File: config.mk
export PLATFORM = sky130hd
export DESIGN_NAME = cart_bus_ctrl_flat
export DESIGN_NICKNAME = d
export VERILOG_FILES = /design/src/rtl/cart_bus_ctrl_if.sv /design/src/rtl/cart_bus_ctrl.sv /design/src/flat_wrapper.sv
export SDC_FILE = /design/constraint.sdc
export NUM_CORES = 1
export LEC_CHECK = 0
export CAP_MARGIN = 40
export CORE_MARGIN = 4
export CORE_UTILIZATION = 44
export CTS_BUF_LIST = sky130_fd_sc_hd__clkbuf_8
export CTS_CLUSTER_SIZE = 24
export DETAILED_ROUTE_END_ITERATION = 12
export GPL_TIMING_DRIVEN = 1
export HOLD_SLACK_MARGIN = 0.12
export PLACE_DENSITY = 0.81
export REMOVE_ABC_BUFFERS = 1
export SLEW_MARGIN = 25
export SYNTH_ARGS = -nofsm -noshare
export SYNTH_HDL_FRONTEND = slang
export SYNTH_SLANG_ARGS = --single-unit
File: constraint.sdc
create_clock -name clock -period 2 [get_ports clock]
set_input_delay 0.4 -clock clock [delete_from_list [all_inputs] [get_ports clock]]
set_output_delay 0.4 -clock clock [all_outputs]
set_load 0.01 [all_outputs]
File: src/rtl/cart_bus_ctrl_if.sv
// Cartridge bus controller signal bundle: CPU port, DMA port and cartridge pins.
// master = requesters and pin model side, slave = cart_bus_ctrl.
interface cart_bus_ctrl_if;
  logic        cpu_req;
  logic        cpu_we;
  logic [15:0] cpu_addr;
  logic [7:0]  cpu_wdata;
  logic        cpu_ack;
  logic [7:0]  cpu_rdata;
  logic        dma_req;
  logic [15:0] dma_addr;
  logic        dma_ack;
  logic [7:0]  dma_rdata;
  logic [15:0] cart_address;
  logic [7:0]  cart_data_in;
  logic [7:0]  cart_data_out;
  logic        cart_data_oe;
  logic        cart_r_enable_l;
  logic        cart_w_enable_l;
  logic        cart_cs_sram_l;
  logic        cart_reset_l;
  logic        busy;

  modport master (
    output cpu_req, cpu_we, cpu_addr, cpu_wdata, dma_req, dma_addr, cart_data_in,
    input  cpu_ack, cpu_rdata, dma_ack, dma_rdata, cart_address, cart_data_out,
    input  cart_data_oe, cart_r_enable_l, cart_w_enable_l, cart_cs_sram_l, cart_reset_l, busy
  );

  modport slave (
    input  cpu_req, cpu_we, cpu_addr, cpu_wdata, dma_req, dma_addr, cart_data_in,
    output cpu_ack, cpu_rdata, dma_ack, dma_rdata, cart_address, cart_data_out,
    output cart_data_oe, cart_r_enable_l, cart_w_enable_l, cart_cs_sram_l, cart_reset_l, busy
  );
endinterface

File: src/rtl/cart_bus_ctrl.sv
// Arbitrates CPU and DMA onto the cartridge bus and runs timed SETUP/STROBE/HOLD cycles.
// Optional CART_ARB_RR_EN selects round-robin arbitration instead of DMA-first priority.
module cart_bus_ctrl #(
  parameter int unsigned ADDR_SETUP    = 1,
  parameter int unsigned STROBE_CYCLES = 3,
  parameter int unsigned HOLD_CYCLES   = 1
) (
  input logic           clock,
  input logic           reset_l,
  cart_bus_ctrl_if.slave bus
);

  localparam logic [3:0] SetupLoad  = 4'(ADDR_SETUP - 1);
  localparam logic [3:0] StrobeLoad = 4'(STROBE_CYCLES - 1);
  localparam logic [3:0] HoldLoad   = 4'(HOLD_CYCLES - 1);

  typedef enum logic [2:0] {StIdle, StSetup, StStrobe, StHold, StDone} state_e;

  state_e      state_q, state_d;
  logic [3:0]  cnt_q, cnt_d;
  logic [15:0] addr_q, addr_d;
  logic        we_q, we_d;
  logic [7:0]  wdata_q, wdata_d;
  logic        gnt_dma_q, gnt_dma_d;

  logic        cpu_ack_q, cpu_ack_d;
  logic        dma_ack_q, dma_ack_d;
  logic [7:0]  cpu_rdata_q, cpu_rdata_d;
  logic [7:0]  dma_rdata_q, dma_rdata_d;
  logic [15:0] cart_address_q, cart_address_d;
  logic [7:0]  data_out_q, data_out_d;
  logic        data_oe_q, data_oe_d;
  logic        rd_l_q, rd_l_d;
  logic        wr_l_q, wr_l_d;
  logic        cs_l_q, cs_l_d;
  logic        cart_reset_l_q;
  logic        busy_q, busy_d;

  logic any_req;
  logic grant_dma;
  logic sample_rd;
  logic active_d;

  assign any_req = bus.cpu_req | bus.dma_req;

`ifdef CART_ARB_RR_EN
  // last_dma_q = 1 when DMA won the most recent grant; ties go to the other requester.
  logic last_dma_q, last_dma_d;

  always_comb begin
    if (bus.cpu_req && bus.dma_req) begin
      grant_dma = ~last_dma_q;
    end else begin
      grant_dma = bus.dma_req;
    end
    last_dma_d = (state_q == StIdle && any_req) ? grant_dma : last_dma_q;
  end

  always_ff @(posedge clock or negedge reset_l) begin
    if (!reset_l) begin
      last_dma_q <= 1'b1;
    end else begin
      last_dma_q <= last_dma_d;
    end
  end
`else
  assign grant_dma = bus.dma_req;
`endif

  // State and registered outputs.
  always_ff @(posedge clock or negedge reset_l) begin
    if (!reset_l) begin
      state_q        <= StIdle;
      cnt_q          <= 4'd0;
      addr_q         <= 16'h0000;
      we_q           <= 1'b0;
      wdata_q        <= 8'h00;
      gnt_dma_q      <= 1'b0;
      cpu_ack_q      <= 1'b0;
      dma_ack_q      <= 1'b0;
      cpu_rdata_q    <= 8'h00;
      dma_rdata_q    <= 8'h00;
      cart_address_q <= 16'h0000;
      data_out_q     <= 8'h00;
      data_oe_q      <= 1'b0;
      rd_l_q         <= 1'b1;
      wr_l_q         <= 1'b1;
      cs_l_q         <= 1'b1;
      cart_reset_l_q <= 1'b0;
      busy_q         <= 1'b0;
    end else begin
      state_q        <= state_d;
      cnt_q          <= cnt_d;
      addr_q         <= addr_d;
      we_q           <= we_d;
      wdata_q        <= wdata_d;
      gnt_dma_q      <= gnt_dma_d;
      cpu_ack_q      <= cpu_ack_d;
      dma_ack_q      <= dma_ack_d;
      cpu_rdata_q    <= cpu_rdata_d;
      dma_rdata_q    <= dma_rdata_d;
      cart_address_q <= cart_address_d;
      data_out_q     <= data_out_d;
      data_oe_q      <= data_oe_d;
      rd_l_q         <= rd_l_d;
      wr_l_q         <= wr_l_d;
      cs_l_q         <= cs_l_d;
      cart_reset_l_q <= 1'b1;
      busy_q         <= busy_d;
    end
  end

  always_comb begin
    state_d   = state_q;
    cnt_d     = cnt_q;
    addr_d    = addr_q;
    we_d      = we_q;
    wdata_d   = wdata_q;
    gnt_dma_d = gnt_dma_q;
    unique case (state_q)
      StIdle: begin
        if (any_req) begin
          state_d   = StSetup;
          cnt_d     = SetupLoad;
          addr_d    = grant_dma ? bus.dma_addr : bus.cpu_addr;
          we_d      = ~grant_dma & bus.cpu_we;
          wdata_d   = bus.cpu_wdata;
          gnt_dma_d = grant_dma;
        end
      end
      StSetup: begin
        if (cnt_q == 4'd0) begin
          state_d = StStrobe;
          cnt_d   = StrobeLoad;
        end else begin
          cnt_d = cnt_q - 4'd1;
        end
      end
      StStrobe: begin
        if (cnt_q == 4'd0) begin
          state_d = StHold;
          cnt_d   = HoldLoad;
        end else begin
          cnt_d = cnt_q - 4'd1;
        end
      end
      StHold: begin
        if (cnt_q == 4'd0) begin
          state_d = StDone;
        end else begin
          cnt_d = cnt_q - 4'd1;
        end
      end
      StDone:  state_d = StIdle;
      default: state_d = StIdle;
    endcase
  end

  // Outputs are derived from the next state so that every pin comes straight from a flop.
  always_comb begin
    active_d       = (state_d == StSetup) || (state_d == StStrobe) || (state_d == StHold);
    sample_rd      = (state_q == StStrobe) && (cnt_q == 4'd0) && !we_q;
    cart_address_d = active_d ? addr_d : cart_address_q;
    cs_l_d         = ~(active_d && (addr_d[15:13] == 3'b101));
    data_oe_d      = active_d && we_d;
    data_out_d     = (active_d && we_d) ? wdata_d : data_out_q;
    rd_l_d         = ~((state_d == StStrobe) && !we_d);
    wr_l_d         = ~((state_d == StStrobe) && we_d);
    cpu_ack_d      = (state_d == StDone) && !gnt_dma_d;
    dma_ack_d      = (state_d == StDone) && gnt_dma_d;
    cpu_rdata_d    = (sample_rd && !gnt_dma_q) ? bus.cart_data_in : cpu_rdata_q;
    dma_rdata_d    = (sample_rd && gnt_dma_q) ? bus.cart_data_in : dma_rdata_q;
    busy_d         = (state_d != StIdle);
  end

  assign bus.cpu_ack         = cpu_ack_q;
  assign bus.dma_ack         = dma_ack_q;
  assign bus.cpu_rdata       = cpu_rdata_q;
  assign bus.dma_rdata       = dma_rdata_q;
  assign bus.cart_address    = cart_address_q;
  assign bus.cart_data_out   = data_out_q;
  assign bus.cart_data_oe    = data_oe_q;
  assign bus.cart_r_enable_l = rd_l_q;
  assign bus.cart_w_enable_l = wr_l_q;
  assign bus.cart_cs_sram_l  = cs_l_q;
  assign bus.cart_reset_l    = cart_reset_l_q;
  assign bus.busy            = busy_q;

endmodule

File: src/flat_wrapper.sv
// flat-port wrapper written by rule: the top's interface ports become plain ports
module cart_bus_ctrl_flat 
#(
  parameter int unsigned ADDR_SETUP    = 1,
  parameter int unsigned STROBE_CYCLES = 3,
  parameter int unsigned HOLD_CYCLES   = 1
)
  (clock, reset_l, bus_cpu_req, bus_cpu_we, bus_cpu_addr, bus_cpu_wdata, bus_dma_req, bus_dma_addr, bus_cart_data_in, bus_cpu_ack, bus_cpu_rdata, bus_dma_ack, bus_dma_rdata, bus_cart_address, bus_cart_data_out, bus_cart_data_oe, bus_cart_r_enable_l, bus_cart_w_enable_l, bus_cart_cs_sram_l, bus_cart_reset_l, bus_busy);
  cart_bus_ctrl_if bus_i ();
  input logic clock;
  input logic reset_l;
  input wire logic [$bits(bus_i.cpu_req)-1:0] bus_cpu_req;
  input wire logic [$bits(bus_i.cpu_we)-1:0] bus_cpu_we;
  input wire logic [$bits(bus_i.cpu_addr)-1:0] bus_cpu_addr;
  input wire logic [$bits(bus_i.cpu_wdata)-1:0] bus_cpu_wdata;
  input wire logic [$bits(bus_i.dma_req)-1:0] bus_dma_req;
  input wire logic [$bits(bus_i.dma_addr)-1:0] bus_dma_addr;
  input wire logic [$bits(bus_i.cart_data_in)-1:0] bus_cart_data_in;
  output wire logic [$bits(bus_i.cpu_ack)-1:0] bus_cpu_ack;
  output wire logic [$bits(bus_i.cpu_rdata)-1:0] bus_cpu_rdata;
  output wire logic [$bits(bus_i.dma_ack)-1:0] bus_dma_ack;
  output wire logic [$bits(bus_i.dma_rdata)-1:0] bus_dma_rdata;
  output wire logic [$bits(bus_i.cart_address)-1:0] bus_cart_address;
  output wire logic [$bits(bus_i.cart_data_out)-1:0] bus_cart_data_out;
  output wire logic [$bits(bus_i.cart_data_oe)-1:0] bus_cart_data_oe;
  output wire logic [$bits(bus_i.cart_r_enable_l)-1:0] bus_cart_r_enable_l;
  output wire logic [$bits(bus_i.cart_w_enable_l)-1:0] bus_cart_w_enable_l;
  output wire logic [$bits(bus_i.cart_cs_sram_l)-1:0] bus_cart_cs_sram_l;
  output wire logic [$bits(bus_i.cart_reset_l)-1:0] bus_cart_reset_l;
  output wire logic [$bits(bus_i.busy)-1:0] bus_busy;
  assign bus_i.cpu_req = bus_cpu_req;
  assign bus_i.cpu_we = bus_cpu_we;
  assign bus_i.cpu_addr = bus_cpu_addr;
  assign bus_i.cpu_wdata = bus_cpu_wdata;
  assign bus_i.dma_req = bus_dma_req;
  assign bus_i.dma_addr = bus_dma_addr;
  assign bus_i.cart_data_in = bus_cart_data_in;
  assign bus_cpu_ack = bus_i.cpu_ack;
  assign bus_cpu_rdata = bus_i.cpu_rdata;
  assign bus_dma_ack = bus_i.dma_ack;
  assign bus_dma_rdata = bus_i.dma_rdata;
  assign bus_cart_address = bus_i.cart_address;
  assign bus_cart_data_out = bus_i.cart_data_out;
  assign bus_cart_data_oe = bus_i.cart_data_oe;
  assign bus_cart_r_enable_l = bus_i.cart_r_enable_l;
  assign bus_cart_w_enable_l = bus_i.cart_w_enable_l;
  assign bus_cart_cs_sram_l = bus_i.cart_cs_sram_l;
  assign bus_cart_reset_l = bus_i.cart_reset_l;
  assign bus_busy = bus_i.busy;
  cart_bus_ctrl #(.ADDR_SETUP(ADDR_SETUP), .STROBE_CYCLES(STROBE_CYCLES), .HOLD_CYCLES(HOLD_CYCLES)) u_core (.clock(clock), .reset_l(reset_l), .bus(bus_i));
endmodule
# Word level (Yosys, flattened, before mapping)
# Cells that the tools add are included.
[totals] register_bits=81 inputBits=53
[op_classes] addsub=1 n_eq_ne=10 mux=19 bitwise=6 n_reduce_logical=21
[ops] cell="$mux W16" n=3
[ops] cell="$mux W4" n=4
[ops] cell="$mux W8" n=2
[ops] cell="$pmux W4 S4" n=1
[ops] cell="$eq A3 B2 Y1 const B" n=4
[ops] cell="$mux W3" n=4
[ops] cell="$pmux W3 S4" n=1
[ops] cell="$logic_and A1 B1 Y1" n=10
[ops] cell="$eq A3 B1 Y1 const B" n=2
[ops] cell="$eq A3 B3 Y1 const B" n=2
[ops] cell="$logic_not A1 Y1" n=4
[ops] cell="$logic_not A4 Y1" n=1
[ops] cell="$mux W1" n=4
[ops] cell="$not A1 Y1" n=4
[ops] cell="$reduce_bool A4 Y1" n=1
[ops] cell="$sub A4 B1 Y4 const B" n=1
[ops] cell="$logic_not A3 Y1" n=1
[ops] cell="$reduce_and A3 Y1" n=1
[ops] cell="$reduce_bool A3 Y1" n=1
[ops] cell="$logic_or A1 B1 Y1" n=2
[ops] cell="$ne A2 B1 Y1 const B" n=1
[ops] cell="$ne A2 B2 Y1 const B" n=1
[ops] cell="$and A1 B1 Y1" n=1
[ops] cell="$or A1 B1 Y1" n=1

# Logic depth before layout (Yosys ltp)
[depth] word_depth=8 mapped_depth=8 ltp_nobuf=7

# Least setup slack after synthesis
# Ideal clock, no wire load.
[synth_path] path_type="reg-to-reg" startpoint="register u_core.cnt_q[0]" endpoint="register u_core.cart_address_q[10], in the netlist u_core.bus.cart_address[10]" arrival_ps=1872 t_required_ps=1875 slack_ps=3 path_stages_with_launch=9 path_buffers=2 path_cell_list="dfrtp_1 > inv_1 > ha_1 > nor3b_4 > a31oi_1 > or2_1 > buf_6 > buf_12 > mux2_4"
[synth_via] elab_chain_len=6
[synth_rtl] item="start, declared" line="cart_bus_ctrl.sv:20" source="logic [3:0] cnt_q, cnt_d;"
[synth_rtl] item="start signal, assigned" line="cart_bus_ctrl.sv:93" source="cnt_q <= cnt_d;"
[synth_rtl] item="$logic_not A4 Y1 (*)" line="cart_bus_ctrl.sv:132, cart_bus_ctrl.sv:140, cart_bus_ctrl.sv:148"
[synth_rtl] item="$mux W3, on equally long branches" line="cart_bus_ctrl.sv:148, cart_bus_ctrl.sv:132, cart_bus_ctrl.sv:140"
[synth_rtl] item="$pmux W3 S4 (*)" line="cart_bus_ctrl.sv:120" source="unique case (state_q)"
[synth_rtl] item="$eq A3 B1 Y1 / $eq A3 B2 Y1 (equally long branches)" line="cart_bus_ctrl.sv:161" source="active_d = (state_d == StSetup) || (state_d == StStrobe) || (state_d == StHold);"
[synth_rtl] item="$logic_or A1 B1 Y1" line="cart_bus_ctrl.sv:161"
[synth_rtl] item="$logic_or A1 B1 Y1 (*)" line="cart_bus_ctrl.sv:161"
[synth_rtl] item="end signal, assigned" line="cart_bus_ctrl.sv:102" source="cart_address_q <= cart_address_d;"
[synth_rtl] item="end, declared" line="cart_bus_ctrl.sv:30" source="logic [15:0] cart_address_q, cart_address_d;"
# Mark *: on every way between the ends. The rest lies on a longest branch, timed or not.
# A chain may end at the register's enable or synchronous reset.

# Worst setup path after layout
[layout_path] startpoint="register u_core.cnt_q[0]" endpoint="register u_core.dma_rdata_q[2], in the netlist u_core.bus.dma_rdata[2]"
[layout_via] elab_chain_len=4
[layout_rtl] item="$logic_not A4 Y1" line="cart_bus_ctrl.sv:162" source="sample_rd = (state_q == StStrobe) && (cnt_q == 4'd0) && !we_q;"
[layout_rtl] item="$logic_and A1 B1 Y1 (2 in series)" line="cart_bus_ctrl.sv:162"
[layout_rtl] item="$logic_and A1 B1 Y1" line="cart_bus_ctrl.sv:172" source="dma_rdata_d = (sample_rd && gnt_dma_q) ? bus.cart_data_in : dma_rdata_q;"
[layout_rtl] item="end signal, assigned" line="cart_bus_ctrl.sv:101" source="dma_rdata_q <= dma_rdata_d;"
[layout_rtl] item="end, declared" line="cart_bus_ctrl.sv:29" source="logic [7:0] dma_rdata_q, dma_rdata_d;"
# No other way between the ends.

==> qor.csv <==
stage;metric;value;unit
run_status;status;complete, no violations;
clocking;Root Buffer;clkbuf_8;
worst_setup_path;crit-path max FO;8;
power_and_ir_drop;Pwr Total;7.74;mW
worst_hold_path;Hold WC Path Type;flip-flop to flip-flop;
sta;Final period util;0.981;
die;chip width;96.0;microns
global_routing;initial antenna violation count;0;
route;DRT Wirelength;7150;microns
job;Max-Cap Viols;0;
worst_hold_path;hold_sp;u_core.addr_q[6];
route;average wire per standard cell;15.7;microns
worst_setup_path;critical path startpoint;u_core.cnt_q[0];
synth;Yosys reg bits;81;
worst_setup_path;Critical Path End Type;flip-flop;
sta;Slew @ Worst Pin;0.516;ns
worst_setup_path;Setup CP Type;flip-flop to flip-flop;
layout;commonest cells after routing, fill and taps aside;99 x clkdlybuf4s50_1, 78 x dfrtp_1, 67 x mux2_2;
die;Initial Util;0.460;
route;DRT Pass-1 Iters;4;
placed_design;GP Congestion;0.765;
placed_design;hpwl dp;5150;microns
die;Top Ports;101;
synth;Post-Syn Area;0.00341;sq mm
clocking;number of clock sinks;81;
global_routing;total grt overflow;0;
die;core footprint;0.00741;sq mm
route;vias;2211;
sta;setup TNS;0;ns
global_routing;pin count of the biggest net entering global routing;42;
worst_hold_path;Worst Hold Depth;1;
layout;Antenna Cells;0;
layout;most common cell after layout, fill and taps aside;clkdlybuf4s50_1;
layout;P&R area growth vs syn;45.4;%
sta;Max Slew Vio Count;0;
clocking;Clock Path Buffers;2;
route;DR DRC count;0;
worst_setup_path;Req. time, crit path;2.23;ns
synth;sequential cell area fraction in the yosys report;0.596;
clocking;CTS tree;yes;
die;Die H;96.0;microns
route;Final ANT Viol Nets;0;
die;num rows;31;
sta;Max Clk Rate;0.509;GHz
synth;Syn Area/Cell;15.2;sq um
layout;Final #Nets;406;
clocking;CTS clock-pin slew for the worst setup and hold paths;0.08;ns
power_and_ir_drop;Pwr Density;1560;mW/mm^2
synth;ys flop type;dfrtp_1;
sta;Setup Viol. Count Final;0;
layout;share of cells above drive strength 1;0.374;
layout;fillcell total;565;
clocking;clk_lat worst skew;0.35;ns
global_routing;number of global-route vias before repair;2364;
placed_design;I/O Buffers;100;
worst_setup_path;worst r2r path cells;7;
route;DRT iter0 DRCs;90;
power_and_ir_drop;Worst IR Drop VDD;0.000749;V
die;die area;0.00922;sq mm
global_routing;global-route wire length before repair;11300;microns
clocking;total CTS buffers;9;
sta;RSZ-0062 raised after global routing;yes;
synth;number of synthesized flops with an enable pin;0;
global_routing;GRT Resource Usage Total;0.165;
sta;skew final;0.00722;ns
worst_setup_path;reg2reg start;u_core.cnt_q[0];
sta;min Tclk post-route;1.96;ns
worst_setup_path;Worst Path Arrival;2.20;ns
synth;Unique masters post-synth;36;
power_and_ir_drop;Lkg Pwr;2.17;nW
worst_setup_path;startpoint types;flip-flop;
sta;final hold violations;0;
clocking;H-tree depth;3;
synth;async set-reset flop share out of synthesis;1.00;
route;Via density;4.86;
synth;Synth Instances;224;
synth;Yosys warnings;0;
sta;Worst slew margin;0.656;
## routing by layer
metal | part of all wire | routed length (microns) | GRT usage
met2 | 0.50 | 3570 | 0.265
met4 | 0.015 | 107 | 0.0853
met1 | 0.42 | 2980 | 0.202
met5 | 0 | 0 | 0
met3 | 0.069 | 493 | 0.0461
## path summary, 6_finish.rpt
path	slack, ns	endpoint
setup / recovery	0.04	u_core.bus.dma_rdata[2]
hold / removal	0.49	u_core.addr_q[6]
setup reg to reg	0.04	u_core.bus.dma_rdata[2]
hold reg to reg	0.49	u_core.addr_q[6]
max in group asynchronous	0.80	u_core.bus.cpu_ack
min in group asynchronous	0.58	u_core.bus.cart_address[11]
## layout make-up
class | instances | area (sq um) | share of cell area
clock buffers | 9 | 124 | 0.0250
clock inverters | 6 | 109 | 0.0220
inverters | 5 | 18.8 | 0.00379
multi-input cells | 128 | 1280 | 0.259
flip-flops and latches | 81 | 2030 | 0.410
well taps | 99 | 124 | 0.0250
repair buffers | 127 | 1260 | 0.255
## cells in the mapped netlist (2+ instances only)
cell	n	area share
buf_4	3	0.0066
dfstp_2	3	0.023
nor3_1	2	0.0029
o21bai_1	2	0.0044
or3_1	2	0.0037
a22o_1	2	0.0051
mux2_2	67	0.22
a21oi_1	5	0.0073
o21a_1	2	0.0044
inv_1	5	0.0055
nor2b_1	2	0.0037
buf_6	3	0.0099
nand2b_1	2	0.0037
o21ai_0	2	0.0029
mux2_4	15	0.066
nand2_1	5	0.0055
buf_2	2	0.0029
dfrtp_1	78	0.57
nor2_1	5	0.0055
## report_power, final
| part | switching [mW] | total (mW) | internal (mW) | leakage (nW) |
|---|---|---|---|---|
| logic | 1.35 | 3.59 | 2.24 | 1.09 |
| registers | 0.348 | 2.77 | 2.42 | 0.973 |
| clock network | 0.565 | 1.38 | 0.817 | 0.113 |
## kinds of logic (layout without fill, tap and decap cells)
| family | count (synthesis) | count (layout) | share of synthesized area |
|---|---|---|---|
| DFF | 81 | 81 | 0.596 |
| other | 1 | 1 | 0.00110 |
| muxes | 83 | 83 | 0.290 |
| and+or+nand+nor | 28 | 28 | 0.0492 |
| AOI/OAI and AO/OA | 15 | 15 | 0.0283 |
| buffers and inverters | 15 | 147 | 0.0319 |
| adders and majority gates | 1 | 1 | 0.00367 |
## per-stage QoR
step                      instances  hold slack [ns]  utilization  cell area, sq um  worst slack [ns]
after floorplan                 214            0.104            -              3320            -0.607
after global placement          434            0.414        0.628              4650            -0.235
after detailed placement        434            0.417        0.628              4650            -0.245
after CTS                       452            0.500        0.663              4910           0.00197
after global routing            455            0.512        0.669              4960           -0.0404
final                           455            0.495        0.669              4960            0.0371
## registers in the layout, indices dropped and copies added, names as in the netlist, 3 cells and up
register	cells
u_core.state_q	3
u_core.bus.cpu_rdata	8
u_core.addr_q	16
u_core.cnt_q	4
u_core.wdata_q	8
u_core.bus.cart_data_out	8
u_core.bus.cart_address	16
u_core.bus.dma_rdata	8
## repair_timing
item | CTS | global route
gates resized for setup | 1 | 7
endpoints found under the setup margin | 13 | 41
pin swaps | 0 | 2
gates cloned | 0 | 0
hold endpoints to repair | 38 | 0
hold buffers | 1 | 0
setup buffers | 2 | 3
## worst max-delay path, cell delays in order (launching register included)
cell	delay, ns
dfrtp_1	0.40
inv_2	0.07
ha_2	0.18
nor3b_4	0.25
nand2_1	0.11
or3_4	0.38
buf_8	0.16
mux2_4	0.30
No activity file was read; power rests on OpenSTA's default activity.
